<file path="src/rtl/zld_fsm_dp.sv">
// -----------------------------------------------------------------------------
// zld_fsm_dp -- zero run-length decoder
//
// Expands the token stream from the zero run-length encoder into the original
// data stream. A literal token (MSB=0) produces one data word. A run token
// (MSB=1) produces i_d[RUNW-1:0]+1 zero words. The FSM, the literal register
// and the run counter all live in this one block.
//
// Ports:
//   clock   in   rising-edge clock
//   reset   in   asynchronous, active-low reset
//   i_v     in   input token valid
//   i_d     in   input token [W-1:0]
//   i_b     out  input busy; a token transfers when i_v=1 and i_b=0
//   o_v     out  output data valid
//   o_d     out  output data word [W-1:0]
//   o_b     in   output busy; a word transfers when o_v=1 and o_b=0
//   stateo  out  current FSM state, for monitoring
// -----------------------------------------------------------------------------
module zld_fsm_dp #(
    parameter int W    = 16,
    parameter int RUNW = 4
) (
    input  logic         clock,
    input  logic         reset,
    input  logic         i_v,
    input  logic [W-1:0] i_d,
    output logic         i_b,
    output logic         o_v,
    output logic [W-1:0] o_d,
    input  logic         o_b,
    output logic [1:0]   stateo
);

    typedef enum logic [1:0] {
        FETCH = 2'd0,
        LIT   = 2'd1,
        RUN   = 2'd2
    } state_t;

    state_t          state;
    logic [W-1:0]    lit_q;
    logic [RUNW-1:0] cnt_q;
    logic            take;

    // Outputs are decoded from the current state. i_b drops in LIT/RUN only
    // when the word leaving this cycle is the last word of its token, so the
    // next token can be fetched in the same cycle (o_b -> i_b is a
    // deliberate combinational path). Reset forces i_b high so nothing is
    // consumed while the block is held in reset.
    always_comb begin
        o_v = 1'b0;
        o_d = '0;
        i_b = 1'b1;
        if (reset) begin
            case (state)
                FETCH: i_b = 1'b0;
                LIT: begin
                    o_v = 1'b1;
                    o_d = lit_q;
                    i_b = o_b;
                end
                RUN: begin
                    o_v = 1'b1;
                    i_b = o_b || (cnt_q != '0);
                end
                default: i_b = 1'b1;
            endcase
        end
    end

    assign take   = i_v && !i_b;
    assign stateo = state;

    // A taken token always overrides the state's own advance: take can only
    // be high in FETCH or when the final word of the current token is
    // leaving, so loading the new token is exactly the right next step.
    // cnt_q holds remaining zeros minus one and only decrements while
    // nonzero, so it can never wrap.
    always_ff @(posedge clock or negedge reset) begin
        if (!reset) begin
            state <= FETCH;
            lit_q <= '0;
            cnt_q <= '0;
        end else if (take) begin
            if (i_d[W-1]) begin
                cnt_q <= i_d[RUNW-1:0];
                state <= RUN;
            end else begin
                lit_q <= {1'b0, i_d[W-2:0]};
                state <= LIT;
            end
        end else begin
            case (state)
                FETCH: state <= FETCH;
                LIT: begin
                    if (!o_b) begin
                        state <= FETCH;
                    end
                end
                RUN: begin
                    if (!o_b) begin
                        if (cnt_q != '0) begin
                            cnt_q <= cnt_q - 1'b1;
                        end else begin
                            state <= FETCH;
                        end
                    end
                end
                default: state <= FETCH;
            endcase
        end
    end

endmodule
</file>
<file path="config.mk">
export PLATFORM = sky130hd
export DESIGN_NAME = zld_fsm_dp
export DESIGN_NICKNAME = d
export VERILOG_FILES = /design/src/rtl/zld_fsm_dp.sv
export SDC_FILE = /design/constraint.sdc
export NUM_CORES = 1
export LEC_CHECK = 0
export ABC_AREA = 1
export CAP_MARGIN = 10
export CORE_ASPECT_RATIO = 1.75
export CORE_MARGIN = 2
export CORE_UTILIZATION = 40
export CTS_BUF_LIST = sky130_fd_sc_hd__clkbuf_4 sky130_fd_sc_hd__clkbuf_8
export CTS_CLUSTER_SIZE = 28
export DETAILED_ROUTE_END_ITERATION = 16
export HOLD_SLACK_MARGIN = 0.03
export MAX_ROUTING_LAYER = met4
export PLACE_DENSITY = 0.71
export SLEW_MARGIN = 20
export SYNTH_ARGS = -nofsm -noshare
export SYNTH_HDL_FRONTEND = slang
export SYNTH_SLANG_ARGS = --single-unit
</file>
<file path="constraint.sdc">
create_clock -name clock -period 1.73 [get_ports clock]
set_input_delay 0.2595 -clock clock [delete_from_list [all_inputs] [get_ports clock]]
set_output_delay 0.2595 -clock clock [all_outputs]
set_load 0.005 [all_outputs]
</file>
* Word level (Yosys, flattened, before mapping)
Cells that the tools add are included.
** Storage, ports and cells
- Register bits :: 21
- Input port bits :: 20
- Output and inout port bits :: 20
- Word-level logic and storage cells :: 40
** Cells by class
- $add $sub $neg :: 1
- Equal/unequal tests :: 7
- Mux-type cells :: 17
- Bitwise logic cells :: 1
- Reduce and logical (&&, ||, !) cells :: 11
** Operators with widths (number)
- $mux W15 :: 2
- $mux W4 :: 5
- $mux W2 :: 5
- $ne A3 B3 Y1 const B :: 3
- $pmux W2 S2 :: 1
- $reduce_and A4 Y1 :: 1
- $reduce_bool A2 Y1 :: 2
- $reduce_bool A4 Y1 :: 1
- $sub A4 B1 Y4 const B :: 1
- $mux W1 :: 3
- $pmux W1 S3 :: 1
- $reduce_and A3 Y1 :: 1
- $eq A2 B1 Y1 const B :: 1
- $eq A2 B2 Y1 const B :: 1
- $logic_not A2 Y1 :: 1
- $ne A2 B1 Y1 const B :: 1
- $ne A2 B2 Y1 const B :: 1
- $reduce_and A2 Y1 :: 1
- $reduce_or A2 Y1 :: 1
- $logic_and A1 B1 Y1 :: 1
- $logic_not A1 Y1 :: 1
- $logic_or A1 B1 Y1 :: 1
- $not A1 Y1 :: 1

* Longest topological paths before layout
Gate-level depths: netlist of run 1.
- Depth after elaboration :: 8
- Gate-level depth with buffers :: 9

* Worst setup path after synthesis of run 1
Ideal clock, no wire load.
- Kind :: register -> register
- From :: reg state[0], in the netlist stateo[0]
- To :: reg lit_q[0]
- Setup time :: 0.117 ns
- Arrival :: 1.437 ns
- Data required time :: 1.613 ns
- Path slack :: 0.176 ns
- Cell stages (with the launch flop) :: 8
- Buffers on the path :: 1
- Clock period less this slack :: 1.554 ns
- Path through :: dfrtp_1 > inv_1 > ha_1 > o21ai_2 > nand4_4 > nor2_4 > buf_6 > o21ai_2
** Between the ends
- Longest elaborated chain between the ends :: 6
- Elaborated cells between the ends (all ways) :: 8
** Ends and longest elaborated chain
- from (decl) :: line 41 : state_t state;
- from (signal assigned) :: line 82 : state <= FETCH;
- from (signal assigned) :: line 88 : state <= RUN;
- from (signal assigned) :: line 91 : state <= LIT;
- $eq A2 B2 Y1, or another cell as far along :: line 56 : case (state)
- $pmux W1 S3 * :: line 56
- $mux W1 * :: line 55 : if (reset) begin
- $logic_not A1 Y1 * :: line 72 : assign take = i_v && !i_b;
- $logic_and A1 B1 Y1 * :: line 72
- $reduce_and A2 Y1 (no line) *
- to (signal assigned) :: line 90 : lit_q <= {1'b0, i_d[W-2:0]};
- to (decl) :: line 42 : logic [W-1:0] lit_q;
Every way passes the cells marked *; elsewhere a longest branch is shown, timed or not.
A chain may end at the register's enable or synchronous reset.

* Worst setup path after layout of run 1
- From :: reg state[1], in the netlist stateo[1]
- To :: reg lit_q[9]
The elaborated chain is that of the path after synthesis.

==> impl_metrics.toml, run 1 <==
[sta]
setup_viol = 18
fin_skew_ps = 1.12
slew_viol_final = 0
rsz0062_at_grt = "true"
finalCritPeriodShare_pct = 102
setup_ws_ps = -38.4
max_freq_mhz = 565
period_minus_slack_ps = 1770
hold_violations = 0

[critical_path]
crit_required_ps = 1890
path_max_fanout = 8
cpPeakStageDelay_ps = 400
cp_cell_sequence = "buf_6 > ha_4 > buf_6 > buf_6 > nand2_4 > nand4_4 > nor2_4 > buf_6 > buf_12 > o21ai_2"
worst_path_most_repeated_cell = "buf_6"
cp-start-kind = "flop"
endpoint_kind = "flop"
crit_slowest_cell = "dfrtp_1"
worstPathArrival_ps = 1930
worstSetupPathType = "reg -> reg"

[power_and_ir_drop]
p_int_mw = 1.21
p_sw_mw = 0.700
ir_worst_vdd_uv = 650
p_clk_share_pct = 17.6
power_density_nw_per_um2 = 946
p_seq_share_pct = 37.7
leakagePower_nw = 0.981
switching_share_pct = 36.6
power_frac_comb_pct = 44.7

[routing]
firstDrtPassIters = 4
drt-total-wl_um = 3480
final_antenna_net_count = 0
drcViolationCount = 0
vias = 1218
wire_per_inst_um = 14.7
viasPerCell = 5.14
drtIter0Drc = 21

[synthesis]
ys_ff_latch = 21
syn_nets = 171
syn_inst = 146
ys_types = 22
syn_avg_cell_area_um2 = 8.48
yosysSeqAreaShare_pct = 42.5
synth_area_um2 = 1240
synth_warnings = 0

[cells_and_area]
seq_area_um2 = 526
drive_gt1_share_pct = 46.9
final_cell_area_um2 = 2020
syn_to_final_growth_pct = 63.4
multi_input_area_um2 = 727
fin_cells = 237
fill_cells = 244
diodes = 0
layout.nets = 235

[cts]
cts_max_level = 1
numCtsBuffers = 3
clkSinkCount = 21
path_clk_slew_ps = 70
root_buffer = "clkbuf_8"
hold_buffers = 0
worstSkewPairLatency_ps = 260
clk_path_buf_depth = 2
cts_tree = "yes"

[placed_design]
dpl_cell_area_um2 = 1750
numPortBuffers = 38
place_inst = 224
gp_congestion = 0.864
place_hpwl_um = 2340
dp_slack_ps = -148

[floorplan]
start_util_pct = 42.3
die_y_um = 77.6
fp.dieArea_um2 = 3570
rows = 26
fp.dieW_um = 46.0
coreArea_um2 = 2930
ioPinCount = 40

[global_routing]
grt_pass1_vias = 1372
grt_usage_pct = 22.0
grt_pass1_wl_um = 5630
grt_remaining_overflow = 0
antenna_found_initial = 0
grt_max_degree = 16

[run_status]
outcome = "finished with violations"
violations = "negative setup slack"

[hold_path]
hp-class = "in -> async"

[run]
maxCapViolations = 0
[sequential cells by signal, summed over array words and instances (netlist names)]
| name | count |
|---|---|
| cnt_q | 4 |
| stateo | 2 |
| lit_q | 15 |
[repair_timing]
action	in CTS	in global routing
setup endpoints to repair	36	35
hold endpoints to repair	0	0
pin swaps	5	5
gates resized for setup	80	46
setup buffers	9	0
gates cloned	3	1
[cell usage after synthesis]
| cell | instances | area, µm² |
|---|---|---|
| nor2_4 | 2 | 22.5 |
| o21ai_2 | 16 | 140 |
| nor2_1 | 19 | 71.3 |
| inv_1 | 24 | 90.1 |
| a21oi_4 | 1 | 16.3 |
| o21ai_0 | 1 | 5.00 |
| o22ai_1 | 1 | 6.26 |
| nand4_1 | 5 | 31.3 |
| nand2_1 | 33 | 124 |
| clkbuf_1 | 1 | 3.75 |
| nand3_1 | 4 | 20.0 |
| buf_6 | 3 | 33.8 |
| ha_1 | 5 | 62.6 |
| xor2_1 | 2 | 17.5 |
| dfrtp_1 | 21 | 526 |
| buf_4 | 1 | 7.51 |
| nor2_2 | 1 | 6.26 |
| nor3_1 | 1 | 5.00 |
| o21bai_2 | 1 | 11.3 |
| nand4_4 | 1 | 21.3 |
| conb_1 | 1 | 3.75 |
| nand2_2 | 2 | 12.5 |
[per-stage QoR]
step	hold slack [ps]	total power [mW]	TNS, ps	utilization (%)
floorplan	-36.1	1.20	0	-
global placement	505	1.41	-3880	59.7
detailed placement	508	1.46	-4130	59.7
CTS	334	1.89	-1540	69.4
global route	432	2.04	-2080	69.1
finish	401	1.91	-483	69.1
[power groups by stage]
stage | Sequential (mW) | Clock [mW] | Combinational (mW)
floorplan | 0.709 | 0 | 0.487
global placement | 0.720 | 0 | 0.690
detailed placement | 0.729 | 0 | 0.735
CTS | 0.719 | 0.342 | 0.825
global route | 0.734 | 0.361 | 0.942
finish | 0.722 | 0.337 | 0.854
[routing by layer]
layer | wire (µm) | up-vias | global-route usage (%)
li1 | - | 582 | -
met1 | 1240 | 578 | 23.4
met3 | 168 | 11 | 2.33
met2 | 1950 | 47 | 37.2
met5 | 0 | - | -
met4 | 125 | 0 | 12.0
[cell type report]
type	count	area share, %
clock buffer	4	2.41
inverter	24	4.58
multi-input combinational	96	36.0
sequential	21	26.0
tap	28	1.73
timing repair buffer	64	29.3
[placed cells by master, fill, tap and decap left out, types with 4 or more instances in the layout]
master,instances
inv_1,22
o21ai_2,15
nand2_2,6
buf_6,9
nor2_2,12
buf_2,16
nand3_1,4
clkdlybuf4s50_1,21
dfrtp_1,21
nand4_1,5
nand2_1,27
buf_4,12
nor2_4,8
[cells by family after synthesis]
kind of cell	synth area share, %
AO/OA/AOI/OAI	14.5
AND/OR/NAND/NOR	25.4
XOR/XNOR	1.42
buffers and inverters	10.9
other	0.303
adder cells (fa/ha/maj)	5.06
flip-flops	42.5
[critical path: cells and delay by family, from the launching register on]
kind / cells / cell delay, ps
AND/OR/NAND/NOR: 3 / 380
adder cells (fa/ha/maj): 1 / 170
AO/OA/AOI/OAI: 1 / 60
buffers and inverters: 5 / 660
flip-flops: 1 / 400
[final timing paths]
check,from,end,slack [ps],cells after the start
worst max-delay path,stateo[1],lit_q[9],-40,10
min in group clock,lit_q[9],lit_q[9],530,2
worst min-delay path,reset,lit_q[6],400,2
worst max register to register,stateo[1],lit_q[9],-40,10
worst min register to register,lit_q[9],lit_q[9],530,2
max in group asynchronous,reset,cnt_q[2],1050,3
Power figures use the tool's default switching activity.
==> run 2, diff against run 1 <==
CORE_MARGIN = 5   (was 2)
==> run 2 against run 1 <==
Net effect:
- the run still ends with negative setup slack left
- critical path type unchanged
- register-to-register slack got worse by 50 ps
- via count shrank 7.8%
- critical endpoint is now lit_q[14]
- utilization shrank 2.7 points
- maximum frequency is 2.8% lower
- global-route usage fell by 6.3 points
- non-clock buffer count is 3 lower
- flip-flop and latch count did not move
- largest power group unchanged
- power decreased by 1.7%
- routed wire length is 2.6% lower
- sequential power shrank 0.8%
- die area up 22%
- critical path depth unchanged
==> impl_metrics.toml, run 2 (same netlist as run 1, synthesis figures left out) <==
[cts]
clk_path_buf_depth = 2
worstSkewPairLatency_ps = 260
hold_buffers = 0
path_clk_slew_ps = 80
clkSinkCount = 21
cts_tree = "yes"
cts_max_level = 1
root_buffer = "clkbuf_8"
numCtsBuffers = 3

[critical_path]
reg2reg_depth = 10
crit_slowest_cell = "dfrtp_1"
worst_path_most_repeated_cell = "buf_6"
rr_endpoint = "lit_q[14]"
endpoint_kind = "flop"
cp_top_family = "buffers and inverters"
crit_start = "stateo[0]"
crit_end = "lit_q[14]"
worstSetupPathType = "reg -> reg"
cpPeakStageDelay_ps = 430
r2r_start = "stateo[0]"
path_buf_inv = 5
reg2reg_slack_ps = -90
path_depth = 10
cp-start-kind = "flop"
crit_required_ps = 1880
worstPathArrival_ps = 1970
path_max_fanout = 15
cp_cell_sequence = "inv_2 > ha_4 > buf_6 > buf_6 > buf_6 > nand2_4 > nand4_4 > nor2_4 > clkbuf_16 > o21ai_2"

[placed_design]
numPortBuffers = 38
gp_congestion = 0.878
dpl_cell_area_um2 = 1760
place_hpwl_um = 2370
place_inst = 235
dp_slack_ps = -157

[global_routing]
grt_pass1_wl_um = 5200
grt_max_degree = 31
grt_remaining_overflow = 0
antenna_found_initial = 0
grt_usage_pct = 15.6
grt_pass1_vias = 1184

[sta]
max_freq_mhz = 550
rsz0062_at_grt = "true"
fin_skew_ps = 2.53
period_minus_slack_ps = 1820
setup_ws_ps = -88.7
slew_viol_final = 0
tns_ps = -1310
finalCritPeriodShare_pct = 105
hold_ws_ps = 525
setup_viol = 19
hold_violations = 0

[power_and_ir_drop]
finalPower_mw = 1.88
leakagePower_nw = 0.966
power_density_nw_per_um2 = 958
ir_worst_vdd_uv = 621

[routing]
vias = 1123
drtIter0Drc = 23
wire_per_inst_um = 13.7
viasPerCell = 4.53
final_antenna_net_count = 0
drt-total-wl_um = 3390
firstDrtPassIters = 4
drcViolationCount = 0

[run]
maxCapViolations = 0

[cells_and_area]
fin_cells = 248
multi_input_area_um2 = 684
final_cell_area_um2 = 1960
final_common_cell = "nand2_1"
drive_gt1_share_pct = 42.7
largest_reg_flops = 15
layout.nets = 232
top_register = "lit_q"
seq_area_um2 = 526
syn_to_final_growth_pct = 58.6
fin_util_pct = 66.3
fill_cells = 242
diodes = 0
layout_common_cells = "nand2_1, inv_1, dfrtp_1, clkdlybuf4s50_1"

[floorplan]
start_util_pct = 41.8
fp.dieArea_um2 = 4350
rows = 26
fp.dieW_um = 52.0
ioPinCount = 40
die_y_um = 83.6
coreArea_um2 = 2960

[run_status]
violations = "negative setup slack"
outcome = "finished with violations"

[hold_path]
hp-class = "reg -> reg"
==> run 2: final cells by class <==
| class | count | share of cell area, % |
|---|---|---|
| clock buffer | 3 | 2.10 |
| clock inverter | 1 | 0.255 |
| inverter | 24 | 4.72 |
| multi-input combinational | 96 | 34.9 |
| sequential | 21 | 26.8 |
| tap | 42 | 2.68 |
| timing repair buffer | 61 | 28.6 |
==> run 2: routing by layer <==
metal  global-route usage (%)  wire length, µm
met1                     17.6             1270
met2                     26.9             1890
met3                     2.33              190
met4                     5.73               41
met5                        -                0
==> run 2: power by group <==
group	switching, mW	leakage, nW	internal (mW)
registers	0.0762	0.261	0.640
logic	0.452	0.679	0.397
clock network	0.156	0.0255	0.160
==> run 2: how the worst min path moves through the flow <==
stage | startpoint | endpoint | slack [ps] | cells past startpoint
3_5_place_dp | lit_q[0] | lit_q[0] | 510 | 2
3_3_place_gp | lit_q[4] | lit_q[4] | 500 | 2
6_report | lit_q[11] | lit_q[11] | 520 | 2
2_1_floorplan | reset | cnt_q[0] | -40 | 0
5_1_grt | lit_q[10] | lit_q[10] | 550 | 2
4_1_cts | reset | lit_q[1] | 490 | 3
==> run 2: repair_timing <==
item / CTS / global route
setup endpoints to repair: 19 / 36
gates cloned: 0 / 2
resized for setup: 64 / 39
buffers inserted: 6 / 1
pin swaps: 5 / 5
==> run 2: worst reg2reg max path, delay by kind of cell (launching register included) <==
family	cells	cell delay (ps)
AND/OR/NAND/NOR	3	390
adder cells (fa/ha/maj)	1	180
AO/OA/AOI/OAI	1	60
flip-flops	1	430
buffers and inverters	5	650
